**config.mk**
```make
export PLATFORM = sky130hd
export DESIGN_NAME = seg_display_ctrl_flat
export DESIGN_NICKNAME = d
export VERILOG_FILES = /design/src/rtl/seg_display_ctrl_if.sv /design/src/rtl/seg_display_ctrl.sv /design/src/flat_wrapper.sv
export SDC_FILE = /design/constraint.sdc
export NUM_CORES = 1
export LEC_CHECK = 0
export CELL_PAD_IN_SITES_DETAIL_PLACEMENT = 0
export CELL_PAD_IN_SITES_GLOBAL_PLACEMENT = 2
export CORE_ASPECT_RATIO = 1.75
export CORE_MARGIN = 2
export CORE_UTILIZATION = 37
export DETAILED_ROUTE_END_ITERATION = 12
export PLACE_DENSITY = 0.8
export SLEW_MARGIN = 20
export SYNTH_ARGS = -nofsm -noshare
export SYNTH_HDL_FRONTEND = slang
export SYNTH_SLANG_ARGS = --single-unit
export TNS_END_PERCENT = 30
```
**constraint.sdc**
```tcl
create_clock -name clk -period 3.5 [get_ports clk]
set_clock_uncertainty 0.15 [all_clocks]
set_input_delay 0.7 -clock clk [delete_from_list [all_inputs] [get_ports clk]]
set_output_delay 0.7 -clock clk [all_outputs]
set_load 0.01 [all_outputs]
```
**src/rtl/seg_display_ctrl_if.sv**
```systemverilog
// CPU IO-bus port of the seven-segment display controller: chip select,
// write strobe, register select, write data and the conversion busy flag.
interface seg_display_ctrl_if;
  logic        digcs;
  logic        digwrite;
  logic [1:0]  digaddr;
  logic [31:0] write_data;
  logic        busy;

  modport master (
    output digcs,
    output digwrite,
    output digaddr,
    output write_data,
    input  busy
  );

  modport slave (
    input  digcs,
    input  digwrite,
    input  digaddr,
    input  write_data,
    output busy
  );
endinterface

```
**src/rtl/seg_display_ctrl.sv**
```systemverilog
// Memory-mapped seven-segment display controller. VALUE is shown either as
// hex nibbles or, in decimal mode, through a sequential double-dabble
// converter. Digits are multiplexed one at a time with leading-zero blanking,
// per-digit enable and per-digit blink. DIG and Y are active-low.
module seg_display_ctrl #(
  parameter int DIGITS    = 8,
  parameter int SCAN_DIV  = 20000,
  parameter int BLINK_DIV = 64
) (
  input  logic              clk,
  input  logic              rst,
  seg_display_ctrl_if.slave bus,
  output logic [DIGITS-1:0] DIG,
  output logic [7:0]        Y
);

  localparam int SCAN_W  = (SCAN_DIV > 1) ? $clog2(SCAN_DIV) : 1;
  localparam int BLINK_W = (BLINK_DIV > 1) ? $clog2(BLINK_DIV) : 1;
  localparam int BUF_W   = 4 * DIGITS;
  localparam logic [7:0] SEG_DASH = 8'hBF;
  localparam logic [7:0] SEG_OFF  = 8'hFF;

  typedef enum logic [1:0] {
    IDLE = 2'd0,
    CONV = 2'd1,
    DONE = 2'd2
  } state_t;

  genvar gi;

  // CPU-visible registers
  logic [31:0]        value_reg;
  logic               mode_reg;
  logic               lzb_reg;
  logic [DIGITS-1:0]  enable_reg;
  logic [DIGITS-1:0]  blink_reg;

  // conversion FSM and display buffer
  state_t             state_reg, state_next;
  logic               start_pend_reg, start_pend_next;
  logic [31:0]        bin_reg, bin_next;
  logic [39:0]        bcd_reg, bcd_next;
  logic [39:0]        bcd_adj;
  logic [4:0]         bit_cnt_reg, bit_cnt_next;
  logic [BUF_W-1:0]   buf_reg, buf_next;
  logic               dash_reg, dash_next;
  logic               overflow;

  // scan timing
  logic [SCAN_W-1:0]  scan_cnt_reg;
  logic [2:0]         index_reg;
  logic [BLINK_W-1:0] blink_cnt_reg;
  logic               phase_reg;

  // digit selection and segment output
  logic [DIGITS-1:0]  nz;
  logic [DIGITS-1:0]  tail_zero;
  logic [DIGITS-1:0]  lit_vec;
  logic [3:0]         cur_nib;
  logic [DIGITS-1:0]  dig_reg;
  logic [7:0]         y_reg;

  // write decode
  logic wr_en, wr_value, wr_ctrl, new_mode, start_req, abort_req;
  logic unused_ok;

  assign wr_en     = bus.digcs & bus.digwrite;
  assign wr_value  = wr_en & (bus.digaddr == 2'd0);
  assign wr_ctrl   = wr_en & (bus.digaddr == 2'd1);
  // MODE as it will be after this write
  assign new_mode  = wr_ctrl ? bus.write_data[0] : mode_reg;
  assign start_req = (wr_value | wr_ctrl) & new_mode;
  assign abort_req = wr_ctrl & ~bus.write_data[0];

  assign unused_ok = ^{bus.write_data, bcd_adj[39], tail_zero[0]};

  function automatic logic [7:0] seg7(input logic [3:0] nib);
    logic [7:0] code;
    case (nib)
      4'h0:    code = 8'hC0;
      4'h1:    code = 8'hF9;
      4'h2:    code = 8'hA4;
      4'h3:    code = 8'hB0;
      4'h4:    code = 8'h99;
      4'h5:    code = 8'h92;
      4'h6:    code = 8'h82;
      4'h7:    code = 8'hF8;
      4'h8:    code = 8'h80;
      4'h9:    code = 8'h90;
      4'hA:    code = 8'h88;
      4'hB:    code = 8'h83;
      4'hC:    code = 8'hC6;
      4'hD:    code = 8'hA1;
      4'hE:    code = 8'h86;
      default: code = 8'h8E;
    endcase
    return code;
  endfunction

  // Register file: latch VALUE and CTRL writes; addr2/addr3 are ignored
  always_ff @(posedge clk) begin
    if (!rst) begin
      value_reg  <= '0;
      mode_reg   <= 1'b0;
      lzb_reg    <= 1'b0;
      enable_reg <= '1;
      blink_reg  <= '0;
    end else begin
      if (wr_value) begin
        value_reg <= bus.write_data;
      end
      if (wr_ctrl) begin
        mode_reg   <= bus.write_data[0];
        lzb_reg    <= bus.write_data[1];
        enable_reg <= bus.write_data[8 +: DIGITS];
        blink_reg  <= bus.write_data[16 +: DIGITS];
      end
    end
  end

  // Add-3 correction of every BCD nibble ahead of the shift
  for (gi = 0; gi < 10; gi++) begin : g_dabble
    assign bcd_adj[4*gi +: 4] = (bcd_reg[4*gi +: 4] >= 4'd5) ?
                                bcd_reg[4*gi +: 4] + 4'd3 : bcd_reg[4*gi +: 4];
  end

  // Any BCD digit beyond the display width means VALUE >= 10^DIGITS
  assign overflow = |bcd_reg[39:BUF_W];

  // Conversion FSM state register
  always_ff @(posedge clk) begin
    if (!rst) begin
      state_reg      <= IDLE;
      start_pend_reg <= 1'b0;
      bin_reg        <= '0;
      bcd_reg        <= '0;
      bit_cnt_reg    <= '0;
      buf_reg        <= '0;
      dash_reg       <= 1'b0;
    end else begin
      state_reg      <= state_next;
      start_pend_reg <= start_pend_next;
      bin_reg        <= bin_next;
      bcd_reg        <= bcd_next;
      bit_cnt_reg    <= bit_cnt_next;
      buf_reg        <= buf_next;
      dash_reg       <= dash_next;
    end
  end

  // Conversion FSM next state: a start write is remembered for one cycle and
  // (re)loads CONV on the following edge; the buffer only changes in DONE
  always_comb begin
    state_next      = state_reg;
    start_pend_next = start_req;
    bin_next        = bin_reg;
    bcd_next        = bcd_reg;
    bit_cnt_next    = bit_cnt_reg;
    buf_next        = buf_reg;
    dash_next       = dash_reg;
    if (abort_req) begin
      state_next      = IDLE;
      start_pend_next = 1'b0;
    end else if (start_pend_reg) begin
      state_next   = CONV;
      bin_next     = value_reg;
      bcd_next     = '0;
      bit_cnt_next = '0;
    end else begin
      case (state_reg)
        IDLE: begin
          if (!mode_reg) begin
            buf_next  = value_reg[BUF_W-1:0];
            dash_next = 1'b0;
          end
        end
        CONV: begin
          bin_next     = {bin_reg[30:0], 1'b0};
          bcd_next     = {bcd_adj[38:0], bin_reg[31]};
          bit_cnt_next = bit_cnt_reg + 5'd1;
          if (bit_cnt_reg == 5'd31) begin
            state_next = DONE;
          end
        end
        DONE: begin
          // a write landing here restarts instead of publishing a stale result
          if (start_req) begin
            state_next = CONV;
          end else begin
            state_next = IDLE;
            buf_next   = bcd_reg[BUF_W-1:0];
            dash_next  = overflow;
          end
        end
        default: state_next = IDLE;
      endcase
    end
  end

  assign bus.busy = (state_reg != IDLE);

  // Scan timing: digit dwell counter, digit index, blink round counter
  always_ff @(posedge clk) begin
    if (!rst) begin
      scan_cnt_reg  <= '0;
      index_reg     <= '0;
      blink_cnt_reg <= '0;
      phase_reg     <= 1'b0;
    end else if (scan_cnt_reg == SCAN_W'(SCAN_DIV - 1)) begin
      scan_cnt_reg <= '0;
      if (index_reg == 3'(DIGITS - 1)) begin
        index_reg <= '0;
        if (blink_cnt_reg == BLINK_W'(BLINK_DIV - 1)) begin
          blink_cnt_reg <= '0;
          phase_reg     <= ~phase_reg;
        end else begin
          blink_cnt_reg <= blink_cnt_reg + 1'b1;
        end
      end else begin
        index_reg <= index_reg + 3'd1;
      end
    end else begin
      scan_cnt_reg <= scan_cnt_reg + 1'b1;
    end
  end

  // tail_zero[i]: buffer digits i..DIGITS-1 are all zero
  always_comb begin
    logic acc;
    acc       = 1'b1;
    tail_zero = '0;
    for (int i = DIGITS - 1; i >= 0; i--) begin
      acc          = acc & ~nz[i];
      tail_zero[i] = acc;
    end
  end

  // Per-digit lit decision; dashes count as non-zero so they never blank
  for (gi = 0; gi < DIGITS; gi++) begin : g_digit
    logic lzb_blank;
    assign nz[gi] = dash_reg | (|buf_reg[4*gi +: 4]);
    if (gi == 0) begin : g_first
      assign lzb_blank = 1'b0;
    end else begin : g_rest
      assign lzb_blank = lzb_reg & tail_zero[gi];
    end
    assign lit_vec[gi] = (index_reg == 3'(gi)) & enable_reg[gi] &
                         ~(blink_reg[gi] & phase_reg) & ~lzb_blank;
  end

  // Select the buffer nibble of the digit currently being scanned
  always_comb begin
    cur_nib = 4'h0;
    for (int i = 0; i < DIGITS; i++) begin
      if (index_reg == 3'(i)) begin
        cur_nib = buf_reg[4*i +: 4];
      end
    end
  end

  // Registered digit select and segments, updated together
  always_ff @(posedge clk) begin
    if (!rst) begin
      dig_reg <= '1;
      y_reg   <= SEG_OFF;
    end else if (|lit_vec) begin
      dig_reg <= ~lit_vec;
      y_reg   <= dash_reg ? SEG_DASH : seg7(cur_nib);
    end else begin
      dig_reg <= '1;
      y_reg   <= SEG_OFF;
    end
  end

  assign DIG = dig_reg;
  assign Y   = y_reg;

endmodule

```
**src/flat_wrapper.sv**
```systemverilog
// flat-port wrapper written by rule: the top's interface ports become plain ports
module seg_display_ctrl_flat 
#(
  parameter int DIGITS    = 8,
  parameter int SCAN_DIV  = 20000,
  parameter int BLINK_DIV = 64
)
  (clk, rst, DIG, Y, bus_digcs, bus_digwrite, bus_digaddr, bus_write_data, bus_busy);
  seg_display_ctrl_if bus_i ();
  input  logic clk;
  input  logic rst;
  output logic [DIGITS-1:0] DIG;
  output logic [7:0] Y;
  input wire logic [$bits(bus_i.digcs)-1:0] bus_digcs;
  input wire logic [$bits(bus_i.digwrite)-1:0] bus_digwrite;
  input wire logic [$bits(bus_i.digaddr)-1:0] bus_digaddr;
  input wire logic [$bits(bus_i.write_data)-1:0] bus_write_data;
  output wire logic [$bits(bus_i.busy)-1:0] bus_busy;
  assign bus_i.digcs = bus_digcs;
  assign bus_i.digwrite = bus_digwrite;
  assign bus_i.digaddr = bus_digaddr;
  assign bus_i.write_data = bus_write_data;
  assign bus_busy = bus_i.busy;
  seg_display_ctrl #(.DIGITS(DIGITS), .SCAN_DIV(SCAN_DIV), .BLINK_DIV(BLINK_DIV)) u_core (.clk(clk), .rst(rst), .bus(bus_i), .DIG(DIG), .Y(Y));
endmodule
```
# Word level (Yosys, flattened, before mapping)
# Memory sizes are Yosys's and may differ from the RTL's.
# Cells that the tools add are included.
[totals]
register_bits = 204
rom_bits = 112
in_bits = 38
out_inout_bits = 17
mem_count = 1
[memory_table]
columns = ["memory", "depth", "word_bits", "read_ports", "rd_ports_with_merged_regs", "write_ports", "line", "source"]
rows = [
  ["(name not given)", 16, 7, 1, 0, 0, "seg_display_ctrl.sv:79", "case (nib)"],
]
[classes]
n_addsub = 14
n_lt_le_gt_ge = 10
eq_ne = 18
muxes = 38
n_bitwise = 87
n_reduce_logical = 26
[ops]
columns = ["operator", "count"]
rows = [
  ["two-way mux 32 bit", 4],
  ["two-way mux 40 bit", 2],
  ["two-way mux 4 bit", 17],
  ["one-hot mux 32 bit (2 select lines)", 1],
  ["bitwise AND 1 bit", 49],
  ["greater-or-equal comparator 4 x 3 -> 1 bit, second input constant", 10],
  ["adder 4 x 2 -> 4 bit, second input constant", 9],
  ["inverter 1 bit", 29],
  ["OR reduction 4 bit", 7],
  ["OR reduction 8 bit", 2],
  ["adder 15 x 1 -> 15 bit, second input constant", 1],
  ["== test 15 bit, second input constant", 1],
  ["== test 3 bit, second input constant", 4],
  ["two-way mux 5 bit", 2],
  ["AND reduction 2 bit", 5],
  ["inverter 8 bit", 1],
  ["OR 1 bit", 8],
  ["two-way mux 7 bit", 1],
  ["adder 6 x 1 -> 6 bit, second input constant", 1],
  ["== test 3 x 2 -> 1 bit, second input constant", 2],
  ["== test 6 bit, second input constant", 1],
  ["two-way mux 3 bit", 2],
  ["two-way mux 6 bit", 1],
  ["one-hot mux 2 bit (3 select lines)", 1],
  ["20 further kinds", 32],
]

# Longest topological paths before layout
# Gate-level depths: netlist of run 1.
[logic_depth]
word_depth = 15
mapped_depth = 14
ltp_nobuf = 12

# Least setup slack after synthesis of run 1
# No wires, ideal clock.
[synth_timing]
path_type = "register to register"
startpoint = "register u_core.index_reg[2]"
endpoint = "register u_core.y_reg[5], in the netlist u_core.Y[5]"
setup_time_ns = 0.083
t_arrival_ns = 2.466
setup_slack_ns = 0.801
path_stages_with_launch = 14
path_buffers = 2
period_less_slack_ns = 2.699
path_cell_list = "dfxtp_1 -> buf_2 -> inv_1 -> ha_1 -> clkbuf_1 -> a2111oi_0 -> o22ai_1 -> a21o_1 -> inv_1 -> ha_1 -> inv_1 -> nor3_1 -> a21oi_1 -> o221ai_1"
[synth_via]
elab_chain_cells = 10
elab_cells_between_ends = 43
[synth_rtl]
columns = ["element", "line", "source"]
rows = [
  ["from (decl)", "seg_display_ctrl.sv:51", "logic [2:0] index_reg;"],
  ["from (signal assigned)", "seg_display_ctrl.sv:220", "index_reg <= index_reg + 3'd1;"],
  ["zero test 3 bit", "seg_display_ctrl.sv:247, seg_display_ctrl.sv:255", ""],
  ["two-way mux 4 bit (8 in series)", "seg_display_ctrl.sv:255", "if (index_reg == 3'(i)) begin"],
  ["memory (16 x 7 bit)", "n/a", ""],
  ["to (signal assigned)", "seg_display_ctrl.sv:268", "y_reg <= dash_reg ? SEG_DASH : seg7(cur_nib);"],
  ["to (decl)", "seg_display_ctrl.sv:61", "logic [7:0] y_reg;"],
]
# Several ways; a longest one is shown, not always the timed one.
# A chain may end at the register's enable or synchronous reset.

# Final worst setup path of run 1
[layout_timing]
startpoint = "register u_core.index_reg[0]"
endpoint = "register u_core.y_reg[5], in the netlist u_core.Y[5]"
# Same word-level chain as after synthesis.

==> results of run 1 <==
cell usage after synthesis (all sizes together), types with 10 or more instances:
cell    instances
clkbuf         53
nor4           17
nand4          10
buf            22
a32oi          13
a21boi         49
xnor2          20
nor2b          45
xor2           17
o211a          64
nor2           41
dfxtp         203
nand3          29
a21oi          38
nand2         232
inv            42
mux2i          64
and3           11
o21ai          43
a22oi          25
nand2b         16
ha             40
tightest hold or removal path: cells and delay by family (launching register included):
| kind | cells | cell delay [ps] |
|---|---|---|
| simple gates | 2 | 120 |
| flops | 1 | 320 |
power breakdown:
part / leakage (µW) / switching (µW) / total, µW / internal [µW]
sequential: 0.00165 / 48.2 / 2420 / 2380
combinational: 0.00286 / 208 / 380 / 173
clock: 0.000352 / 940 / 2310 / 1370
total: 0.00486 / 1200 / 5120 / 3920
logic make-up (layout without fill, tap and decap cells):
family / after synthesis / in the layout
AOI/OAI and AO/OA: 260 / 260
xor gates and xnor gates: 37 / 37
adders and majority gates: 40 / 40
buffers and inverters: 117 / 156
DFF: 203 / 203
muxes: 64 / 64
other: 1 / 1
and+or+nand+nor: 441 / 441
stage by stage:
| stage | hold WS, ps | power, µW | area [µm²] |
|---|---|---|---|
| floorplan | 280 | 2700 | 10100 |
| global placement | 301 | 2860 | 11000 |
| detailed placement | 303 | 2860 | 11000 |
| CTS | 319 | 5190 | 11700 |
| global route | 338 | 5310 | 11700 |
| finish | 319 | 5120 | 11700 |
path summary, 6_finish.rpt:
| kind | from | to | slack (ps) | depth (start not counted) |
|---|---|---|---|---|
| max | u_core.index_reg[0] | u_core.Y[5] | 470 | 12 |
| min | u_core.enable_reg[6] | u_core.enable_reg[6] | 320 | 2 |
| max reg2reg | u_core.index_reg[0] | u_core.Y[5] | 470 | 12 |
| min reg2reg | u_core.enable_reg[6] | u_core.enable_reg[6] | 320 | 2 |
metal layers:
| metal | GRT usage (%) | vias up | share of wire [%] |
|---|---|---|---|
| li1 | - | 4113 | - |
| met1 | 21.3 | 3911 | 40 |
| met2 | 35.2 | 107 | 52 |
| met3 | 2.09 | 56 | 2.5 |
| met4 | 9.15 | 0 | 5.0 |
| met5 | 0 | - | 0 |
placed cells by master, fill, tap and decap left out, types with 3 or more instances in the layout:
cell type and count:
inv_1 42, or4_1 5, a22oi_1 24, clkbuf_16 21, nand3b_1 6, a21boi_0 44
clkinv_2 4, nor2b_1 45, o211a_1 64, and3_1 10, clkdlybuf4s50_1 52, nand2b_1 16
ha_1 39, a21boi_1 4, clkbuf_8 6, nand4_1 9, dfxtp_1 202, nor4_1 14
a21oi_1 37, mux2i_1 64, o21ai_0 41, nor3_1 3, buf_4 23, or3_1 5
and2_1 9, a211oi_1 6, a32oi_1 13, xor2_1 17, nor2_1 39, nand3_1 29
nor4_4 3, nand2_1 231, buf_12 3, xnor2_1 20, o221ai_1 3
area by class of cell:
| cell class | count | area share (%) |
|---|---|---|
| flip-flops and latches | 203 | 34.6 |
| clock buffers | 29 | 5.24 |
| inverters | 42 | 1.34 |
| multi-input cells | 843 | 47.7 |
| repair buffers | 78 | 6.41 |
| clock inverters | 7 | 0.756 |
| well taps | 369 | 3.93 |
==> results_dict.tcl, run 1 <==
set metrics [dict create \
    core-area_mm2 0.0271 \
    synth_top_family_by_area "simple AND/OR/NAND/NOR gates" \
    synth_compound_area_share_pct 19.5 \
    ys_warn_count 0 \
    finalSetupTns_ps 0 \
    cts-root-buf "clkbuf_16" \
    synth_top_area_share_pct 40.2 \
    clock_sinks 203 \
    synthMuxAreaShare_pct 6.33 \
    fin_cells 1571 \
    slew_headroom_pct 36.8 \
    area_growth_syn_to_layout_pct 16.1 \
    ys_ff_latch 203 \
    netlist_area_mm2 0.0101 \
    maxCapViolations 0 \
    drt-total-wl_um 27000 \
    synth_area_per_cell_um2 8.70 \
    ir_drop_mv 0.382 \
    cts_tree "yes" \
    synth_top_cell_by_area "dfxtp_1" \
    placed_cells 1535 \
    die_h_um 223 \
    n_antenna_cell 0 \
    vias 8187 \
    cts_made_buffers 21 \
    start_util_pct 37.3 \
    numPortBuffers 53 \
    seqCellArea_mm2 0.00407 \
    min_period_ps 3030 \
    antenna_found_initial 0 \
    largest_register_ffs 40 \
    place_worst_setup_slack_ps 499 \
    crit_fanout 12 \
    grt_pass1_wl_um 43300 \
    avgRoutedWirePerCell_um 17.2 \
    start_kind "register" \
    htree_levels 1 \
    path_clk_slew_ps 60 \
    track_usage_pct 19.1 \
    report.final.slew_viol_count 0 \
    setup_violations 0 \
    grt_overflow_total 0 \
    place.gp.congestion 0.863 \
    end_kind "register" \
    worstSetupPathType "reg2reg" \
    worstPathCellList "inv_1 > ha_1 > nand3b_1 > a2111oi_0 > o22ai_1 > a21o_1 > inv_1 > ha_1 > inv_1 > nor3_1 > a21oi_1 > o221ai_1" \
    min_period_over_period_pct 86.4 \
    firstDrtPassIters 5 \
    multi_input_area_mm2 0.00560 \
    cp.buffers_inverters 3 \
    synthArstFlopShare_pct 0 \
    synth_edf_count 0 \
    powerDensity_mw_per_mm2 436 \
    viasPerCell 5.21 \
    leakage_uw 0.00486 \
    hold_viol_final 0 \
    max_stage_delay_ps 440 \
    route.detailed.drc 0 \
    arrival_ps 3300 \
    post_cts_buffers 0 \
    n_fill_cell 2720 \
    worst_pin_slew_ps 939 \
    clkLatencyLatePin_ps 510 \
    rsz0062_at_grt "no" \
    grt_pass1_vias 8145 \
    hpwlAfterDp_um 19200 \
    cp_top_family "compound AO/OA/AOI/OAI gates" \
    hold_path_class "reg2reg" \
    synth-xor-area-share_pct 3.20 \
    antenna_left 0 \
    grt_max_degree 67 \
    fin_ws_ps 475 \
    drt_iter0_drc 335 \
    fmax_mhz 331 \
    yosys_most_used_dff "dfxtp_1" \
    finish.utilization_pct 43.3 \
    clock_path_buffers 3 \
    crit_required_ps 3780 \
    layout-drive-gt1-share_pct 7.07 \
    die_width_um 129 \
    yosysUniqueCellTypes 64 \
    syn-num-nets 1241 \
    dieArea_mm2 0.0287 \
    yosys.area_share.adder_pct 4.95 \
    fin_nets 1267 \
    path_common_cell "inv_1" \
    synthTopCellsByArea "dfxtp_1, nand2_1, mux2i_1" \
    hold_buffers 0 \
    crit_slowest_cell "ha_1" \
    yosys.area_share.simple_pct 21.1 \
    netlist_instances 1163 \
    post_cts_resized 0 \
    status "finished clean" \
    synth-seq-area-share_pct 40.2 \
    rows 80 \
    ioPinCount 55 \
]
No activity file was read; power rests on OpenSTA's default activity.
==> run 2: changes to the inputs <==
- ABC_CLOCK_PERIOD_IN_PS: default -> 3500
==> results of run 2 <==
Same layout as run 1: the final DEF is identical, and so are final timing and power.
